`src/rtl/sha3_pkg.sv`:
```
`default_nettype none
// ============================================================================
// Module      : sha3_pkg
// Description : Shared types and constants for the SHA3 sponge sequencer.
//               The types are the variant select, the sponge FSM states, the
//               rate lookup and the padding byte values.
// Revision    : 1.0 - initial release
// ============================================================================
package sha3_pkg;

    typedef enum logic [1:0] {
        SHA3_224 = 2'd0,
        SHA3_256 = 2'd1,
        SHA3_384 = 2'd2,
        SHA3_512 = 2'd3
    } sha3_mode_t;

    typedef enum logic [2:0] {
        ST_IDLE   = 3'd0,
        ST_ABSORB = 3'd1,
        ST_PAD    = 3'd2,
        ST_PERM   = 3'd3,
        ST_DONE   = 3'd4
    } sponge_st_t;

    localparam logic [7:0] PAD_DOMAIN = 8'h06;
    localparam logic [7:0] PAD_FINAL  = 8'h80;

    // Rate in 16-bit words: (1600 - 2*digest_bits) / 16
    function automatic logic [6:0] rate_words(input sha3_mode_t m);
        case (m)
            SHA3_224: rate_words = 7'd72;
            SHA3_256: rate_words = 7'd68;
            SHA3_384: rate_words = 7'd52;
            default:  rate_words = 7'd36;
        endcase
    endfunction

endpackage
`default_nettype wire

```
`src/rtl/sha3_pad_word.sv`:
```
`default_nettype none
// ============================================================================
// Module      : sha3_pad_word
// Description : Combinational word builder. It keeps the valid message bytes
//               and fills the remaining bytes with SHA3 padding. The domain
//               byte goes in the first free byte. The final bit is ORed into
//               the high byte of the last rate word once padding has begun.
// Revision    : 1.0 - initial release
// ============================================================================
module sha3_pad_word
    import sha3_pkg::*;
(
    input  logic [15:0] data,
    input  logic [1:0]  keep,
    input  logic        pad_started,
    input  logic        is_rate_end,
    output logic [15:0] word,
    output logic        pad_started_next
);

    logic       w_b0_valid;
    logic       w_b1_valid;
    logic       w_dom_in_b0;
    logic [7:0] w_byte0;
    logic [7:0] w_byte1;

    // Byte 1 counts as message only when byte 0 is message too (keep=10 is not legal)
    always_comb begin
        w_b0_valid  = keep[0];
        w_b1_valid  = keep[0] & keep[1];
        w_dom_in_b0 = !w_b0_valid && !pad_started;
        w_byte0     = w_b0_valid ? data[7:0] : (pad_started ? 8'h00 : PAD_DOMAIN);
        w_byte1     = w_b1_valid ? data[15:8] :
                      ((pad_started || w_dom_in_b0) ? 8'h00 : PAD_DOMAIN);
        pad_started_next = pad_started | !w_b1_valid;
        // A full word at the rate end leaves no room, so the final bit waits for the next block
        if (is_rate_end && pad_started_next) begin
            w_byte1 = w_byte1 | PAD_FINAL;
        end
        word = {w_byte1, w_byte0};
    end

endmodule
`default_nettype wire

```
`src/rtl/sha3_sponge_ctrl.sv`:
```
`default_nettype none
// ============================================================================
// Module      : sha3_sponge_ctrl
// Description : Sponge sequencer between a 16-bit message stream and a
//               Keccak-f[1600] core. It packs words into rate-block writes,
//               applies SHA3 padding, starts one permutation per block and
//               flags the finished digest.
//               Optional macro SHA3_ERR_CHECK_EN enables the sticky err flag.
// Revision    : 1.0 - initial release
// ============================================================================
module sha3_sponge_ctrl
    import sha3_pkg::*;
#(
    parameter int IDX_W = 7
) (
    input  logic             ACLK,
    input  logic             ARESETn,
    input  logic [15:0]      s_data,
    input  logic [1:0]       s_keep,
    input  logic             s_valid,
    input  logic             s_last,
    output logic             s_ready,
    input  logic [1:0]       mode,
    output logic             k_wr_en,
    output logic [IDX_W-1:0] k_wr_idx,
    output logic [15:0]      k_wr_data,
    output logic             k_start,
    input  logic             k_done,
    output logic             hash_valid,
    input  logic             hash_ready,
    output logic [1:0]       hash_mode,
    output logic             err
);

    sponge_st_t       state_q, state_d;
    logic [IDX_W-1:0] idx_q, idx_d;
    logic             pad_started_q, pad_started_d;
    logic             final_q, final_d;       // block in flight completes the message
    logic             pend_pad_q, pend_pad_d; // a pure pad block must follow
    logic             started_q, started_d;   // k_start already issued for this block
    logic [1:0]       hash_mode_q, hash_mode_d;
    logic             wr_en_q, wr_en_d;
    logic [IDX_W-1:0] wr_idx_q, wr_idx_d;
    logic [15:0]      wr_data_q, wr_data_d;
    logic             start_q, start_d;

    logic             w_absorbing;
    logic             w_accept;
    logic [IDX_W-1:0] w_idx;
    logic [IDX_W-1:0] w_last_idx;
    logic             w_at_end;
    sha3_mode_t       w_mode_sel;
    logic [15:0]      w_pad_data;
    logic [1:0]       w_pad_keep;
    logic             w_pad_in_started;
    logic [15:0]      w_pad_word;
    logic             w_pad_next;

    assign w_absorbing = (state_q == ST_IDLE) || (state_q == ST_ABSORB);
    assign s_ready     = ARESETn & w_absorbing;
    assign w_accept    = s_valid & s_ready;
    // The first word of a message always lands at index 0 with the live mode
    assign w_idx       = (state_q == ST_IDLE) ? '0 : idx_q;
    assign w_mode_sel  = (state_q == ST_IDLE) ? sha3_mode_t'(mode) : sha3_mode_t'(hash_mode_q);
    assign w_last_idx  = IDX_W'(rate_words(w_mode_sel) - 7'd1);
    assign w_at_end    = (w_idx == w_last_idx);

    // The pad slice sees the live word while absorbing and pure padding otherwise
    always_comb begin
        w_pad_data       = 16'h0000;
        w_pad_keep       = 2'b00;
        w_pad_in_started = pad_started_q;
        if (w_absorbing) begin
            w_pad_data       = s_data;
            w_pad_keep       = s_last ? s_keep : 2'b11;
            w_pad_in_started = 1'b0;
        end
    end

    sha3_pad_word u_pad (
        .data             (w_pad_data),
        .keep             (w_pad_keep),
        .pad_started      (w_pad_in_started),
        .is_rate_end      (w_at_end),
        .word             (w_pad_word),
        .pad_started_next (w_pad_next)
    );

    // Sponge sequencing: next state, block bookkeeping and core write requests
    always_comb begin
        state_d       = state_q;
        idx_d         = idx_q;
        pad_started_d = pad_started_q;
        final_d       = final_q;
        pend_pad_d    = pend_pad_q;
        started_d     = started_q;
        hash_mode_d   = hash_mode_q;
        wr_en_d       = 1'b0;
        wr_idx_d      = wr_idx_q;
        wr_data_d     = wr_data_q;
        start_d       = 1'b0;
        case (state_q)
            ST_IDLE, ST_ABSORB: begin
                if (w_accept) begin
                    if (state_q == ST_IDLE) begin
                        hash_mode_d = mode;
                    end
                    wr_en_d   = 1'b1;
                    wr_idx_d  = w_idx;
                    wr_data_d = w_pad_word;
                    if (w_at_end) begin
                        state_d    = ST_PERM;
                        started_d  = 1'b0;
                        final_d    = s_last & w_pad_next;
                        pend_pad_d = s_last & !w_pad_next;
                    end else begin
                        idx_d         = w_idx + IDX_W'(1);
                        state_d       = s_last ? ST_PAD : ST_ABSORB;
                        pad_started_d = s_last & w_pad_next;
                    end
                end
            end
            ST_PAD: begin
                wr_en_d       = 1'b1;
                wr_idx_d      = idx_q;
                wr_data_d     = w_pad_word;
                pad_started_d = w_pad_next;
                if (w_at_end) begin
                    state_d    = ST_PERM;
                    started_d  = 1'b0;
                    final_d    = 1'b1;
                    pend_pad_d = 1'b0;
                end else begin
                    idx_d = idx_q + IDX_W'(1);
                end
            end
            ST_PERM: begin
                if (!started_q) begin
                    start_d   = 1'b1;
                    started_d = 1'b1;
                end else if (k_done) begin
                    idx_d = '0;
                    if (final_q) begin
                        state_d = ST_DONE;
                    end else if (pend_pad_q) begin
                        state_d       = ST_PAD;
                        pad_started_d = 1'b0;
                        pend_pad_d    = 1'b0;
                    end else begin
                        state_d = ST_ABSORB;
                    end
                end
            end
            ST_DONE: begin
                if (hash_ready) begin
                    state_d = ST_IDLE;
                end
            end
            default: state_d = ST_IDLE;
        endcase
    end

    // State and output registers
    always_ff @(posedge ACLK or negedge ARESETn) begin
        if (!ARESETn) begin
            state_q       <= ST_IDLE;
            idx_q         <= '0;
            pad_started_q <= 1'b0;
            final_q       <= 1'b0;
            pend_pad_q    <= 1'b0;
            started_q     <= 1'b0;
            hash_mode_q   <= 2'b00;
            wr_en_q       <= 1'b0;
            wr_idx_q      <= '0;
            wr_data_q     <= 16'h0000;
            start_q       <= 1'b0;
        end else begin
            state_q       <= state_d;
            idx_q         <= idx_d;
            pad_started_q <= pad_started_d;
            final_q       <= final_d;
            pend_pad_q    <= pend_pad_d;
            started_q     <= started_d;
            hash_mode_q   <= hash_mode_d;
            wr_en_q       <= wr_en_d;
            wr_idx_q      <= wr_idx_d;
            wr_data_q     <= wr_data_d;
            start_q       <= start_d;
        end
    end

    assign k_wr_en    = wr_en_q;
    assign k_wr_idx   = wr_idx_q;
    assign k_wr_data  = wr_data_q;
    assign k_start    = start_q;
    assign hash_valid = (state_q == ST_DONE);
    assign hash_mode  = hash_mode_q;

`ifdef SHA3_ERR_CHECK_EN
    logic err_q, err_d;

    // Sticky flag for partial non-last words and stray permutation-done pulses
    always_comb begin
        err_d = err_q;
        if (w_accept && !s_last && (s_keep != 2'b11)) begin
            err_d = 1'b1;
        end
        if (k_done && (state_q != ST_PERM)) begin
            err_d = 1'b1;
        end
    end

    // Error flag register, cleared only by reset
    always_ff @(posedge ACLK or negedge ARESETn) begin
        if (!ARESETn) begin
            err_q <= 1'b0;
        end else begin
            err_q <= err_d;
        end
    end

    assign err = err_q;
`else
    assign err = 1'b0;
`endif

endmodule
`default_nettype wire

```
`config.mk`:
```
export PLATFORM = sky130hd
export DESIGN_NAME = sha3_sponge_ctrl
export DESIGN_NICKNAME = d
export VERILOG_FILES = /design/src/rtl/sha3_pkg.sv /design/src/rtl/sha3_pad_word.sv /design/src/rtl/sha3_sponge_ctrl.sv
export SDC_FILE = /design/constraint.sdc
export NUM_CORES = 1
export LEC_CHECK = 0
export ABC_AREA = 1
export BUFFER_PORTS_ARGS = -buffer_cell sky130_fd_sc_hd__buf_2
export CAP_MARGIN = 20
export CELL_PAD_IN_SITES_DETAIL_PLACEMENT = 2
export CELL_PAD_IN_SITES_GLOBAL_PLACEMENT = 2
export CORE_MARGIN = 4
export CORE_UTILIZATION = 27
export CTS_BUF_LIST = sky130_fd_sc_hd__clkbuf_4 sky130_fd_sc_hd__clkbuf_8
export DETAILED_ROUTE_END_ITERATION = 7
export GPL_TIMING_DRIVEN = 0
export PLACE_DENSITY_LB_ADDON = 0.1
export REMOVE_ABC_BUFFERS = 1
export SETUP_SLACK_MARGIN = 0.05
export SYNTH_ARGS = -nofsm -noshare
export SYNTH_HDL_FRONTEND = slang
export SYNTH_HIERARCHICAL = 1
export SYNTH_SLANG_ARGS = --single-unit
```
`constraint.sdc`:
```
create_clock -name ACLK -period 2.1 [get_ports ACLK]
set_input_delay 0.21 -clock ACLK [delete_from_list [all_inputs] [get_ports ACLK]]
set_output_delay 0.21 -clock ACLK [all_outputs]
set_load 0.005 [all_outputs]
```
==> impl_metrics.toml, run 1 <==
[run_status]
status = "complete, no violations"

[synth]
async_flop_share_pct = 100.0
syn_inst = 366
syn-cell-area_sq_um = 2469
yosys_warnings = 6
ys_seq_area_share_pct = 41.56
synth.area.top_cells = "dfrtp_1 42%, nand2_1 22%, inv_1 7.6%, nor2_1 7.5%, nand3_1 4.5%"
yosys.area.top_type = "dfrtp_1"
ys_types = 27
synth_top_area_share_pct = 41.56
synth-edff-count = 0
synth_area_per_cell_sq_um = 6.745
synth_seq_cells = 41
synth_ff_type = "dfrtp_1"

[sta]
drv_slew = 0
setup_viol = 0
tightestPinTransition_ns = 0.4988
relSlewSlack_pct = 66.62
hold_violations = 0
rsz0062_at_grt = "yes"
period_minus_slack_ns = 1.977
period_share_pct = 94.13
fin_skew_ns = 0.007316
finalWorstSetupSlack_ns = 0.1232
timing.fmax_mhz = 505.9

[clock_network]
numCtsBuffers = 5
cts_tree = "yes"
cts_sinks = 41
clk_latency_ns = 0.30
clk_path_buf_depth = 2
cts.clk_slew.worst_paths_ns = 0.09
cts_root_buffer = "clkbuf_8"
h-tree-depth = 2

[power_and_ir_drop]
irDropWorstVdd_uv = 593.7
total_power_mw = 5.464
p_comb_share_pct = 61.9
p_leak_nw = 1.883
power.density_nw_per_um2 = 1689
pwr-share-seq_pct = 23.3
p_sw_share_pct = 48.31
p_int_mw = 2.825
pwr-share-clk_pct = 14.8
power.switching_mw = 2.640

[global_routing]
track_usage_pct = 15.21
grt_pass1_vias = 2753
antenna_found_initial = 0
grt_max_degree = 43
grt_pass1_wl_mm = 13.51
grt-ovfl-total = 0

[setup_path]
crit_top_cell = "nand2_1"
crit_type = "flip-flop to flip-flop"
cp_slowest_cell = "dfrtp_2"
cp.arrival_ns = 2.18
path_max_fanout = 5
end_kind = "flip-flop"
path_buf_inv = 1
critPathMaxStageDelay_ns = 0.45
worstPathRequired_ns = 2.30
cp-start-kind = "flip-flop"
path_delay_family = "simple AND/OR/NAND/NOR gates"
path_cells = "nor2_4 -> buf_4 -> nand2_4 -> nand2_1 -> nand2_1 -> nand2_1 -> nand3_1 -> nor2_4 -> nand2_2 -> nand2_2 -> nand2_2 -> nand2_1 -> nand2_1"

[floorplan]
start_util_pct = 28.03
dieArea_sq_um = 10740
fp-row-count = 34
boundaryPins = 56
core_sq_um = 8806
die-width_um = 103.6
die_h_um = 103.6

[routing]
ant_nets = 0
wl_per_cell_um = 14.63
wl_mm = 7.975
vias = 2494
post_drt_via_cell_ratio = 4.576
drc_errors = 0
drt_iter0_markers = 56
drt_first_pass_iters = 4

[job]
drv_cap = 0

[placed_design]
place_congestion = 0.7384
place.detailed.hpwl_mm = 5.544
place_ws_ns = -0.7966
portBuffers = 54

[cells_and_area]
layout-drive-gt1-share_pct = 27.00
nNetsFinal = 463
antenna_cells = 0
area.growth.synth_to_final_pct = 31.07

[worst_hold_path]
hold_class = "input pin to flip-flop"
[flip-flops by register name, summed over array words and instances (netlist names)]
| name | count |
|---|---|
| final_q | 1 |
| pad_started_q | 1 |
| pend_pad_q | 1 |
| idx_q | 7 |
| hash_mode | 2 |
| k_wr_idx | 7 |
| state_q | 3 |
| k_wr_en | 1 |
| started_q | 1 |
| k_start | 1 |
| k_wr_data | 16 |
[routing by layer]
layer  vias to the layer above  GRT usage, %  share of wire, %
li1                       1234             -                 -
met1                      1223         18.76                44
met2                        33         27.90                52
met3                         4         2.488               2.6
met4                         0         3.134              0.64
met5                         -             0                 0
[path summary, 6_finish.rpt]
kind	from	slack [ns]	end	cells after the start
max	state_q[1]	0.12	state_q[0]	13
min	hash_ready	0.24	state_q[2]	3
max reg2reg	state_q[1]	0.12	state_q[0]	13
min reg2reg	k_wr_data[8]	0.48	k_wr_data[8]	2
max in group asynchronous	ARESETn	1.30	pend_pad_q	3
min in group asynchronous	ARESETn	0.32	hash_mode[1]	2
[cells in the mapped netlist (2+ instances only)]
cell type  count
nand2_1      142
inv_1         50
nor2_1        49
dfrtp_1       41
nand3_1       22
inv_2          8
nand2_2        8
a21oi_1        6
o21ai_1        5
buf_4          4
nor2_4         4
o21ai_0        4
buf_2          3
buf_6          3
nor3_1         3
nand2_4        2
nand3b_1       2
[power groups by stage]
stage	Sequential (mW)	Clock, mW	Combinational [mW]
floorplan	1.29	0	1.70
global placement	1.30	0	2.54
detailed placement	1.31	0	2.75
CTS	1.27	0.832	3.11
global route	1.32	0.856	3.83
finish	1.27	0.810	3.38
[final cells by class]
cell class | instances | area, sq um
Fill cell | 1071 | 5570
Multi-Input combinational cell | 257 | 1229
Sequential cell | 41 | 1030
Timing Repair Buffer | 73 | 464.2
Inverter | 58 | 240.2
Tap cell | 108 | 135.1
Clock buffer | 5 | 68.82
Clock inverter | 3 | 68.82
[what timing repair did]
item / CTS / global route
hold endpoints to repair: 0 / 9
resized for setup: 19 / 11
endpoints found under the setup margin: 37 / 33
gates cloned: 0 / 1
pin swaps: 2 / 6
hold buffers: 0 / 1
setup buffers: 7 / 9
[per-stage QoR]
step / instances / utilization, % / hold WS (ns) / area (sq um) / TNS (ns)
2_1_floorplan: 355 / - / -0.08559 / 2386 / -1.907
3_3_place_gp: 517 / 31.70 / 0.4546 / 2791 / -31.30
3_5_place_dp: 518 / 32.01 / 0.4482 / 2819 / -22.03
4_1_cts: 533 / 34.95 / 0.1106 / 3078 / 0
5_1_grt: 545 / 36.74 / 0.2593 / 3236 / -0.1968
6_report: 545 / 36.74 / 0.2350 / 3236 / 0
[worst reg2reg max path: stages (launching register included)]
cell	delay (ns)
dfrtp_2	0.45
nor2_4	0.20
buf_4	0.16
nand2_4	0.07
nand2_1	0.07
nand2_1	0.10
nand2_1	0.10
nand3_1	0.11
nor2_4	0.19
nand2_2	0.13
nand2_2	0.11
nand2_2	0.08
nand2_1	0.07
nand2_1	0.05
[cells by family after synthesis]
logic type	after synthesis	share of synthesized area, %
other	1	0.1519
AO/OA/AOI/OAI	18	4.663
buffers and inverters	69	12.16
flip-flops	41	41.56
adder cells (fa/ha/maj)	1	0.5068
AND/OR/NAND/NOR	236	40.95
[cells in the final DEF (no fill, tap or decap), drive strengths merged, types with 2 or more instances in the layout]
cell / synthesis / routed
nand3b: 2 / 2
bufinv: 0 / 2
nor3: 3 / 3
a21oi: 6 / 6
inv: 58 / 59
nand2: 152 / 153
buf: 10 / 72
nand3: 23 / 23
clkbuf: 1 / 5
o21ai: 9 / 9
nor2: 53 / 53
dfrtp: 41 / 41
Power figures use the tool's default switching activity.
==> run 2: changes to the inputs <==
- ABC_AREA: 1 -> 0
- CORE_UTILIZATION: 27 -> 29
==> impl_metrics.toml, run 2 <==
[synth]
async_flop_share_pct = 100.0
synth_most_common_cell = "nand2_1"
synthMuxAreaShare_pct = 2.885
synth_ff_type = "dfrtp_1"
synthSimpleGateAreaFrac_pct = 29.61
ys_types = 53
synth_area_per_cell_sq_um = 8.739
synth_seq_cells = 41
synthAdderAreaFrac_pct = 0.5444
syn-cell-area_sq_um = 2298
synth_compound_area_share_pct = 17.09
synthTopCellsByCount = "78 x nand2_1, 41 x dfrtp_1, 25 x and2_1"
synth_top_family_by_area = "simple AND/OR/NAND/NOR gates"
yosys_warnings = 6
synth.area.top_cells = "dfrtp_1 45%, nand2_1 13%, and2_1 6.8%, o21ai_0 3.0%, mux2_2 2.0%"
synth_xor_area_share_pct = 0.3811
syn_inst = 263
synth-edff-count = 0
synth_top_area_share_pct = 44.64
ys_seq_area_share_pct = 44.64
yosys.area.top_type = "dfrtp_1"

[clock_network]
cts_root_buffer = "clkbuf_8"
cts_sinks = 41
clk_latency_ns = 0.30
h-tree-depth = 2
cts_tree = "yes"
clk_path_buf_depth = 2
cts.clk_slew.worst_paths_ns = 0.08
numCtsBuffers = 5

[placed_design]
portBuffers = 54
place_ws_ns = -0.7456
place.detailed.hpwl_mm = 4.677
dpl-instance-area_sq_um = 2626
place_congestion = 0.7469
placed_cells = 406

[job]
drv_cap = 0

[setup_path]
worstPathRequired_ns = 2.27
cp-start-kind = "flip-flop"
path_max_fanout = 10
crit_type = "flip-flop to flip-flop"
cp.arrival_ns = 2.15
end_kind = "flip-flop"

[power_and_ir_drop]
p_leak_nw = 1.426
irDropWorstVdd_uv = 476.5
power.density_nw_per_um2 = 1258

[routing]
wl_per_cell_um = 15.90
drc_errors = 0
vias = 2105
wl_mm = 6.839
ant_nets = 0
drt_first_pass_iters = 3
drt_iter0_markers = 39
post_drt_via_cell_ratio = 4.895

[cells_and_area]
stdcell_area_sq_um = 2905
nNetsFinal = 354
mostFrequentLayoutCells = "78 x nand2_1, 53 x buf_2, 37 x dfrtp_1"
largest_reg_flops = 16
layout-drive-gt1-share_pct = 32.32
fill_cells = 902
area.growth.synth_to_final_pct = 26.40
fin_util_pct = 37.60
mostFrequentLayoutCell = "nand2_1"
antenna_cells = 0
instances_no_fill = 430

[sta]
setup_viol = 0
rsz0062_at_grt = "yes"
timing.fmax_mhz = 504.9
drv_slew = 0
period_share_pct = 94.32
fin_skew_ns = 0.006144
finalWorstSetupSlack_ns = 0.1193
hold_violations = 0
tightestPinTransition_ns = 0.6479
period_minus_slack_ns = 1.981
relSlewSlack_pct = 56.81

[floorplan]
start_util_pct = 29.74
core_sq_um = 7727
die-width_um = 97.03
fp-row-count = 32
dieArea_sq_um = 9414
die_h_um = 97.03
boundaryPins = 56

[global_routing]
grt_pass1_vias = 2274
grt-ovfl-total = 0
grt_pass1_wl_mm = 11.46
track_usage_pct = 15.01
grt_max_degree = 42
antenna_found_initial = 1

[run_status]
status = "complete, no violations"

[worst_hold_path]
hold_class = "input pin to flip-flop"
run 2: cell types whose count changed in the layout (fill, tap and decap cells not counted), sizes merged, moves of 5 or more:
cell,previous run,this run
nand3,23,4
nor2,53,13
o21ai,9,21
mux2,0,5
nand2,153,78
inv,59,7
and2,0,26
and3,0,5
run 2: logic make-up after synthesis:
family	count (synthesis)
simple gates	141
compound gates	51
flops	41
buf+inv	21
mux	6
fa+ha+maj	1
other cells	1
xor+xnor	1
run 2: final timing paths:
path / startpoint / end / slack (ns) / cells past startpoint
max: state_q[1] / idx_q[3] / 0.12 / 6
min: hash_ready / state_q[2] / 0.14 / 2
max reg2reg: state_q[1] / idx_q[3] / 0.12 / 6
min reg2reg: k_wr_data[2] / k_wr_data[2] / 0.48 / 2
max in group asynchronous: ARESETn / state_q[0] / 1.30 / 3
min in group asynchronous: ARESETn / k_wr_data[0] / 0.59 / 3
run 2: worst max-delay path: stages, from the launching register on:
cell and delay [ns]:
dfrtp_2 0.47, clkbuf_2 0.18, and2_4 0.18, a211oi_4 0.36, o31ai_4 0.14, buf_12 0.16
o41ai_1 0.36
run 2: per-layer routing:
metal	vias to the layer above	part of all wire, %	global-route usage (%)	wire length (um)
met4	0	1.3	3.564	87
met3	7	3.5	3.100	238
li1	1005	-	-	-
met5	-	0	0	0
met1	1055	46	18.80	3173
met2	38	49	26.38	3340
run 2: cell type report:
cell class              instances  area, sq um  share of cell area [%]
clock buffers                   5        68.82                   2.369
inverters                       7        26.28                  0.9044
multi-input cells             201         1197                   41.21
well taps                     102        127.6                   4.393
repair buffers                 71        436.7                   15.03
flip-flops and latches         41         1031                   35.49
clock inverters                 3        17.52                  0.6029
run 2: timing repair:
action	4_1_cts	5_1_grt
hold buffers	2	0
pin swaps	1	3
endpoints found under the setup margin	33	11
hold endpoints to repair	41	0
buffers inserted	4	10
gates resized for setup	8	5
cloned	0	0
run 2: stage by stage:
stage	power [mW]	hold slack, ns	TNS, ns
6_report	3.656	0.1402	0
5_1_grt	4.010	0.1329	-0.01359
4_1_cts	3.552	0.1278	0
3_5_place_dp	2.947	0.4531	-16.26
3_3_place_gp	2.860	0.4444	-20.88
2_1_floorplan	2.291	-0.08559	0
run 2: where the power goes:
group | switching [mW] | internal (mW)
combinational | 1.02 | 0.827
sequential | 0.221 | 1.06
clock | 0.295 | 0.230
==> run 3: changes to the inputs <==
- CORE_ASPECT_RATIO: not set -> 0.75
- SLEW_MARGIN: not set -> 20
==> impl_metrics.toml, run 3 (synthesis gave the netlist of run 2 again) <==
[routing]
vias = 2036
wl_mm = 6.832
wl_per_cell_um = 16.08
ant_nets = 0
post_drt_via_cell_ratio = 4.791
drc_errors = 0
drt_first_pass_iters = 4
drt_iter0_markers = 46

[sta]
hold_slack_ns = 0.1140
timing.fmax_mhz = 503.4
period_share_pct = 94.59
relSlewSlack_pct = 53.01
rsz0062_at_grt = "yes"
fin_skew_ns = 0.006117
period_minus_slack_ns = 1.986
setup_viol = 0
hold_violations = 0
tightestPinTransition_ns = 0.7049
finalWorstSetupSlack_ns = 0.1137
drv_slew = 0
fin_tns_setup_ns = 0

[global_routing]
grt-ovfl-total = 0
grt_pass1_wl_mm = 11.42
top_usage_layer = "met2"
track_usage_pct = 14.88
grt_max_degree = 42
grt_util_met2_pct = 25.33
use_met3_pct = 3.421
grt_use_met1_pct = 19.67
antenna_found_initial = 0
grt_pass1_vias = 2184

[cells_and_area]
mostFrequentLayoutCell = "nand2_1"
fin_util_pct = 38.25
layout-drive-gt1-share_pct = 32.41
instances_no_fill = 425
mostFrequentLayoutCells = "78 x nand2_1, 54 x buf_2, 36 x dfrtp_1"
fill_cells = 892
nNetsFinal = 350
area.growth.synth_to_final_pct = 25.37
largest_reg_flops = 16
antenna_cells = 0

[floorplan]
core_sq_um = 7533
fp-row-count = 27
start_util_pct = 30.51
die_h_um = 85.10
die-width_um = 110.8
dieArea_sq_um = 9429
boundaryPins = 56

[run_status]
status = "complete, no violations"

[placed_design]
portBuffers = 54
placed_cells = 404
place_ws_ns = -0.7031
place_congestion = 0.7113
place.detailed.hpwl_mm = 4.667

[setup_path]
path_max_fanout = 6
cp-start-kind = "flip-flop"
r2r-start = "hash_mode[1]"
worstPathRequired_ns = 2.30
cp.arrival_ns = 2.19
end_kind = "flip-flop"
cp-startpoint = "hash_mode[1]"
crit_type = "flip-flop to flip-flop"

[power_and_ir_drop]
p_leak_nw = 1.405
p_sw_share_pct = 42.78
pwr-share-seq_pct = 35.7
p_comb_share_pct = 49.4
irDropWorstVdd_uv = 401.9
power.density_nw_per_um2 = 1266
pwr-share-clk_pct = 14.9
power.switching_mw = 1.560
p_int_mw = 2.087

[clock_network]
cts_tree = "yes"
cts_root_buffer = "clkbuf_8"
cts_sinks = 41
h-tree-depth = 2
clk_latency_ns = 0.31
numCtsBuffers = 5
cts.clk_slew.worst_paths_ns = 0.09
clk_path_buf_depth = 2

[job]
drv_cap = 0

[worst_hold_path]
holdCritStartpoint = "hash_ready"
hold_class = "input pin to flip-flop"
## run 3: cell count changes in the layout (fill, tap and decap cells not counted)
cell      delta
o21a_1       -1
nor4b_4      +1
buf_2        +1
dfrtp_1      -1
dfrtp_2      +1
buf_12       -1
clkbuf_2     -1
buf_6        -1
nor4b_1      -1
o21a_4       +1
buf_4        -2
## run 3: what timing repair did
action | in CTS | in global routing
gates resized for setup | 8 | 9
endpoints found under the setup margin | 33 | 12
endpoints found under the hold margin | 41 | 0
pin swaps | 2 | 5
hold buffers | 2 | 0
setup buffers | 4 | 7
## run 3: final timing paths
kind	end	slack, ns	cells after the start
max	idx_q[4]	0.11	8
max reg2reg	idx_q[4]	0.11	8
min reg2reg	k_wr_data[6]	0.48	2
min in group asynchronous	idx_q[6]	0.46	3
max in group asynchronous	state_q[0]	1.42	3
min	state_q[2]	0.11	2
## run 3: stage by stage
step | instance area, sq um | power (mW)
floorplan | 2217 | 2.291
global placement | 2614 | 2.854
detailed placement | 2616 | 2.921
CTS | 2796 | 3.542
global route | 2882 | 4.008
finish | 2882 | 3.648
## run 3: worst max-delay path: stages (launching register included)
cell and delay, ns:
dfrtp_1 0.48, nor4bb_1 0.38, a211oi_2 0.06, buf_4 0.16, buf_4 0.13, o31ai_4 0.32, buf_4 0.20, o21ai_1 0.08
o41ai_2 0.06
## run 3: area by class of cell
class | count | area, sq um | area share [%]
inverter | 7 | 26.28 | 0.9119
timing repair buffer | 67 | 390.4 | 13.55
clock buffer | 5 | 68.82 | 2.388
tap | 101 | 126.4 | 4.386
sequential | 41 | 1032 | 35.82
clock inverter | 3 | 17.52 | 0.6079
multi-input combinational | 201 | 1220 | 42.34
## run 3: per-layer routing
metal	share of wire (%)	up-vias
met5	0	-
met4	0.75	0
met3	3.1	7
met2	47	31
met1	49	998
li1	-	1000
## run 3: power by group through the flow
| stage | clock (mW) | sequential (mW) | combinational, mW |
|---|---|---|---|
| 2_1_floorplan | 0 | 1.27 | 1.02 |
| 3_3_place_gp | 0 | 1.29 | 1.57 |
| 3_5_place_dp | 0 | 1.31 | 1.61 |
| 4_1_cts | 0.554 | 1.30 | 1.69 |
| 5_1_grt | 0.607 | 1.35 | 2.05 |
| 6_report | 0.543 | 1.30 | 1.80 |
